### src/rtl/intersection_ctrl.sv
// intersection_ctrl: two-road traffic light controller with timed green/yellow/clearance
// phases; the pedestrian WALK phase is compiled in only when PED_WALK_EN is defined.
module intersection_ctrl #(
    parameter int CNT_W      = 8,
    parameter int GREEN_CYC  = 8,
    parameter int YELLOW_CYC = 3,
    parameter int CLR_CYC    = 2,
    parameter int WALK_CYC   = 6
) (
    input  logic       clk,
    input  logic       reset_n,
    input  logic       ns_req,
    input  logic       ew_req,
    input  logic       ped_req,
    output logic [1:0] ns_light,
    output logic [1:0] ew_light,
    output logic       walk,
    output logic [2:0] phase
);
    localparam logic [2:0] ALL_RED_A = 3'd0;
    localparam logic [2:0] NS_GREEN  = 3'd1;
    localparam logic [2:0] NS_YELLOW = 3'd2;
    localparam logic [2:0] ALL_RED_B = 3'd3;
    localparam logic [2:0] EW_GREEN  = 3'd4;
    localparam logic [2:0] EW_YELLOW = 3'd5;
    localparam logic [2:0] WALK      = 3'd6;

    localparam logic [1:0] RED    = 2'b00;
    localparam logic [1:0] GREEN  = 2'b01;
    localparam logic [1:0] YELLOW = 2'b10;

    localparam logic [CNT_W-1:0] GREEN_END  = CNT_W'(GREEN_CYC - 1);
    localparam logic [CNT_W-1:0] YELLOW_END = CNT_W'(YELLOW_CYC - 1);
    localparam logic [CNT_W-1:0] CLR_END    = CNT_W'(CLR_CYC - 1);
    localparam logic [CNT_W-1:0] WALK_END   = CNT_W'(WALK_CYC - 1);

    logic [2:0]       state, state_nxt;
    logic [CNT_W-1:0] count;
    logic             ped_pending;
    logic             ret_ew;
    logic             walk_entry;
    logic [1:0]       ns_nxt, ew_nxt;
    logic             walk_nxt;

    assign phase      = state;
    assign walk_entry = (state_nxt == WALK) && (state != WALK);

`ifdef PED_WALK_EN
    // latch pedestrian demand until WALK is entered; a new request on that same edge wins
    always_ff @(posedge clk or negedge reset_n) begin
        if (!reset_n) begin
            ped_pending <= 1'b0;
            ret_ew      <= 1'b0;
        end else begin
            ped_pending <= ped_req | (ped_pending & ~walk_entry);
            if (walk_entry)
                ret_ew <= (state == ALL_RED_B);
        end
    end
`else
    assign ped_pending = 1'b0 & ped_req;
    assign ret_ew      = 1'b0 & walk_entry;
`endif

    // state register and per-state cycle counter (cleared on entry, saturating)
    always_ff @(posedge clk or negedge reset_n) begin
        if (!reset_n) begin
            state <= ALL_RED_A;
            count <= '0;
        end else begin
            state <= state_nxt;
            count <= (state_nxt != state) ? '0 : (&count ? count : count + 1'b1);
        end
    end

    // next-state: each timed phase exits once its counter reaches duration-1
    always_comb begin
        state_nxt = state;
        case (state)
            ALL_RED_A: if (count >= CLR_END) state_nxt = ped_pending ? WALK : NS_GREEN;
            NS_GREEN:  if (count >= GREEN_END && (ew_req || ped_pending)) state_nxt = NS_YELLOW;
            NS_YELLOW: if (count >= YELLOW_END) state_nxt = ALL_RED_B;
            ALL_RED_B: if (count >= CLR_END) state_nxt = ped_pending ? WALK : EW_GREEN;
            EW_GREEN:  if (count >= GREEN_END && (ns_req || ped_pending)) state_nxt = EW_YELLOW;
            EW_YELLOW: if (count >= YELLOW_END) state_nxt = ALL_RED_A;
            WALK:      if (count >= WALK_END) state_nxt = ret_ew ? EW_GREEN : NS_GREEN;
            default:   state_nxt = ALL_RED_A;
        endcase
    end

    // lamp decode from the next state so lamps switch on the same edge as phase
    always_comb begin
        ns_nxt   = (state_nxt == NS_GREEN) ? GREEN : (state_nxt == NS_YELLOW) ? YELLOW : RED;
        ew_nxt   = (state_nxt == EW_GREEN) ? GREEN : (state_nxt == EW_YELLOW) ? YELLOW : RED;
        walk_nxt = (state_nxt == WALK);
    end

    // registered lamp outputs
    always_ff @(posedge clk or negedge reset_n) begin
        if (!reset_n) begin
            ns_light <= RED;
            ew_light <= RED;
            walk     <= 1'b0;
        end else begin
            ns_light <= ns_nxt;
            ew_light <= ew_nxt;
            walk     <= walk_nxt;
        end
    end
endmodule

### config.mk
export PLATFORM = sky130hd
export DESIGN_NAME = intersection_ctrl
export DESIGN_NICKNAME = d
export VERILOG_FILES = /design/src/rtl/intersection_ctrl.sv
export SDC_FILE = /design/constraint.sdc
export NUM_CORES = 1
export LEC_CHECK = 0
export BUFFER_PORTS_ARGS = -buffer_cell sky130_fd_sc_hd__buf_2
export CAP_MARGIN = 20
export CORE_UTILIZATION = 51
export CTS_CLUSTER_DIAMETER = 120
export CTS_CLUSTER_SIZE = 12
export DETAILED_ROUTE_END_ITERATION = 6
export PLACE_DENSITY_LB_ADDON = 0.3
export SYNTH_ARGS = -nofsm -noshare
export SYNTH_HDL_FRONTEND = slang
export SYNTH_SLANG_ARGS = --single-unit
### constraint.sdc
create_clock -name clk -period 1.8 [get_ports clk]
set_input_delay 0.36 -clock clk [delete_from_list [all_inputs] [get_ports clk]]
set_output_delay 0.36 -clock clk [all_outputs]
set_load 0.05 [all_outputs]
# [After elaboration in Yosys (flattened, before gate mapping)]
# Cells that the tools add are included.
[op_classes] n_lt_le_gt_ge=4 eq_ne=13 addsub=1 n_reduce_logical=4 muxes=14
[ops] operator="$mux 3" n=7
[ops] operator="$pmux 3 s7" n=1
[ops] operator="$eq 3x3->1 const B" n=6
[ops] operator="$ge 8x3->1 const B" n=2
[ops] operator="$mux 8" n=2
[ops] operator="$eq 3x2->1 const B" n=3
[ops] operator="$add 8x1->8 const B" n=1
[ops] operator="$ge 8x1->1 const B" n=1
[ops] operator="$ge 8x2->1 const B" n=1
[ops] operator="$mux 2" n=4
[ops] operator="$reduce_and 8->1" n=1
[ops] operator="$eq 3x1->1 const B" n=2
[ops] operator="$logic_not 3->1" n=1
[ops] operator="$ne 3x3->1" n=1
[ops] operator="$logic_and 1x1->1" n=2
[ops] operator="$ne 2x2->1 const B" n=1
[totals] register_bits=16 word_cells=41 output_inout_bits=8 in_bits=5

# [Logic depth before layout (Yosys ltp)]
[logic_depth] ltp_word=7 mapped_depth=8 mapped_depth_nobuf=8

# [Least setup slack after synthesis]
# Ideal clock, no wire load.
[synth_timing] path_kind="register -> register" from="reg state[2], in the netlist phase[2]" to="reg ew_light[0]" arrival_ns=1.804 n_path_buf=1 required_time_ns=1.676 synth_period_minus_slack_ns=1.928 path_slack_ns=-0.128 setup_ns=0.124 stages_incl_launch_ff=7 path_cell_list="dfrtp_1 > buf_2 > nor2b_1 > a22oi_1 > o221a_2 > a31oi_4 > nor3_2"
[synth_via] elab_chain_cells=4 elab_cells_between_ends=17 classes_between="7 x eq/ne; 9 x mux; 1 x reduce/logical"
[synth_lines] element="start, declared" line="37" text="logic [2:0] state, state_nxt;"
[synth_lines] element="start signal, assigned" line="71" text="state <= state_nxt;"
[synth_lines] element="$eq 3x3->1, or another cell as far along" line="79" text="case (state)"
[synth_lines] element="$pmux 3 s7 *" line="79"
[synth_lines] element="via state_nxt[0]" line="37"
[synth_lines] element="$eq 3x3->1 *" line="94" text="ew_nxt = (state_nxt == EW_GREEN) ? GREEN : (state_nxt == EW_YELLOW) ? YELLOW : RED;"
[synth_lines] element="$mux 2 *" line="94"
[synth_lines] element="via ew_nxt[0]" line="42" text="logic [1:0] ns_nxt, ew_nxt;"
[synth_lines] element="end signal, assigned" line="106" text="ew_light <= ew_nxt;"
[synth_lines] element="end, declared" line="16" text="output logic [1:0] ew_light,"
# The timed path passes the listed nets; every way through them passes the cells marked *.
# A chain may end at the register's enable or synchronous reset.

# [Final worst setup path]
[layout_timing] from="reg count[1]" to="reg ew_light[0]"
[layout_via] elab_chain_cells=6 elab_cells_between_ends=16 classes_between="4 x order compare; 1 x eq/ne; 9 x mux; 2 x reduce/logical"
[layout_lines] element="start, declared" line="38" text="logic [CNT_W-1:0] count;"
[layout_lines] element="start signal, assigned" line="72" text="count <= (state_nxt != state) ? '0 : (&count ? count : count + 1'b1);"
[layout_lines] element="$ge 8x3->1" line="81, 84"
[layout_lines] element="$logic_and 1x1->1, on equally long branches" line="84, 81"
[layout_lines] element="$mux 3, on equally long branches" line="84, 81"
[layout_lines] element="$pmux 3 s7 *" line="79"
[layout_lines] element="via state_nxt[0]" line="37"
[layout_lines] element="$eq 3x3->1 *" line="94"
[layout_lines] element="$mux 2 *" line="94"
[layout_lines] element="via ew_nxt[0]" line="42"
# Marked as above.

==> impl_metrics.ini <==
[outcome]
outcome = finished with violations
violations = negative setup slack

[cts]
cts_root_buffer = clkbuf_4
clkTransAtPathRegs_ns = 0.09
htreeDepth = 1
cts_tree = built
worstSkewPairLatency_ns = 0.28
cts_max_path_buffers = 2
cts_buffers = 3
cts_num_sinks = 16

[synth]
netlist_area_sq_um = 1120
synthArstFlopShare_pct = 100
synthFlopType = dfrtp_1
avgSynthCellArea_sq_um = 10.3
syn_nets = 117
synth_edf_count = 0
synth_warnings = 0
ys_seq_elements = 16
syn_inst = 108
seq_area_frac_synth_pct = 35.8
synthTopCellsByArea = dfrtp_1, nor3_2, ha_1, mux2i_1, o21ai_0
netlist.top_cell.by_area = dfrtp_1
yosys.area.top_type_share_pct = 35.8
synth_cell_types = 45

[global_route]
grt_overflow = 0
grt_pass1_vias = 1015
grt_max_degree = 17
grt_first_pass_wirelength_um = 4280
antenna_found_initial = 0
grt_usage_pct = 23.1

[hold_path]
min_path_type = in -> async

[power]
ir_drop_mv = 1.07
leakage_nw = 0.649
total_power_mw = 2.87
power_density_nw_per_um2 = 1900

[route]
vias = 935
drtPass1Iterations = 4
viasPerCell = 5.53
wl_um = 2500
ant_nets = 0
wl_per_cell_um = 14.8
route.detailed.drc = 0
drt_iter0_markers = 16

[layout]
fillers = 142
nets = 152
area_growth_syn_to_layout_pct = 35.6
final_core_util_pct = 75.7
antennaDiodeCount = 0
drive_gt1_share_pct = 59.2
final_cells = 169
design_area_sq_um = 1520
layout_common_cells = buf_4, dfrtp_1, buf_2
register_area_sq_um = 405
mostFrequentLayoutCell = buf_4
multiInputGateArea_sq_um = 783

[worst_setup_path]
criticalPathCategory = reg -> reg
critPathLaunch = count[1]$_DFFE_PN0P_
cp-end-kind = flip-flop
reg2reg_slack_ns = -0.02
r2r-start = count[1]$_DFFE_PN0P_
r2r_end = ew_light[0]$_DFF_PN0_
crit_arrival_ns = 2.03
required_ns = 2.01
path_max_fanout = 4
cp-start-kind = flip-flop
endpoint = ew_light[0]$_DFF_PN0_
ff2ff_path_depth = 8

[timing]
final.hold.worst_slack_ns = 0.506
max_slew_margin_pct = 73.0
finalHoldViolCount = 0
tightest_slew_ns = 0.403
fmax_ghz = 0.551
rsz0062_at_grt = true
period_needed_ns = 1.82
finClkSkew_ns = 0.00643
finalSetupViolCount = 3
slew_violations = 0
period_share_pct = 101
fin_tns_setup_ns = -0.0334
final.setup.worst_slack_ns = -0.0161

[die]
placementRows = 16
fp.dieH_um = 48.8
fp.coreArea_sq_um = 2000
die_x_um = 48.8
ios = 13
start_util_pct = 55.8
die_area_sq_um = 2380

[place]
place_ws_ns = -0.0899
port_buffers = 11
hpwlAfterDp_um = 1810
gp_congestion = 0.871
placedInstanceArea_sq_um = 1300
dpl.cell_count = 157

[job]
max-cap-violations = 0
## final cells by class
cell class              instances  area share, %
inverters                       7           1.73
well taps                      27           2.23
clock buffers                   4           2.39
flip-flops and latches         16           26.8
multi-input cells              82           51.7
repair buffers                 33           15.2
## routing by layer
metal  GRT usage (%)  part of all wire (%)  up-vias
met5               0                     0        -
met4            5.88                  0.84        0
met3            4.05                   3.0        4
met2            45.8                    54       20
met1            24.7                    42      448
li1                -                     -      463
## cell families after synthesis
logic type               Yosys count  share of synthesized area, %
AND/OR/NAND/NOR                   45                          28.3
adder cells (fa/ha/maj)            5                          5.49
buffers and inverters             10                          3.70
multiplexers                       3                          2.69
AO/OA/AOI/OAI                     25                          20.8
XOR/XNOR                           4                          3.14
flip-flops                        16                          35.8
## power breakdown
part           internal, mW  switching (mW)
sequential            0.470           0.149
clock                 0.123           0.110
combinational         0.884            1.14
## flip-flops by register name (all words and copies together) (netlist names)
| name | cells |
|---|---|
| count | 8 |
| phase | 3 |
| ew_light | 2 |
| ns_light | 2 |
| walk | 1 |
## cells in the mapped netlist, types with 2 or more instances
master and instances:
and2_1 2, dfrtp_1 16, a21oi_1 2, mux2i_1 3, nor2b_1 4, or2b_1 2, nor3b_1 2, o21ai_0 6
nand3_1 3, nor2_2 2, o211ai_1 2, ha_1 4, nor3_2 10, inv_2 2, xor2_1 3, nor2_1 4
a22oi_1 2, nor3_1 3, buf_2 3, inv_1 5, nand2_1 2, nand4_1 3
## worst min-delay path by stage
stage / from / to / slack (ns) / cells after the start
2_1_floorplan: reset_n / count[0]$_DFFE_PN0P_ / 0.06 / 0
3_3_place_gp: reset_n / ns_light[1]$_DFF_PN0_ / 0.28 / 1
3_5_place_dp: reset_n / ns_light[1]$_DFF_PN0_ / 0.29 / 1
4_1_cts: reset_n / ew_light[0]$_DFF_PN0_ / 0.50 / 2
5_1_grt: reset_n / ew_light[0]$_DFF_PN0_ / 0.53 / 2
6_report: reset_n / walk$_DFF_PN0_ / 0.51 / 2
## what timing repair did
item | CTS | global route
gates cloned | 0 | 0
setup endpoints to repair | 11 | 13
gates resized for setup | 15 | 12
hold buffers | 1 | 0
pin swaps | 9 | 17
hold endpoints to repair | 16 | 0
setup buffers | 6 | 1
## worst max-delay path, stage by stage (launching register included)
cell	delay [ns]
dfrtp_2	0.45
buf_6	0.13
ha_4	0.15
nor3_4	0.20
nand3_2	0.13
a32oi_4	0.26
buf_6	0.14
a31oi_4	0.09
nor3_2	0.19
Power figures use the tool's default switching activity.
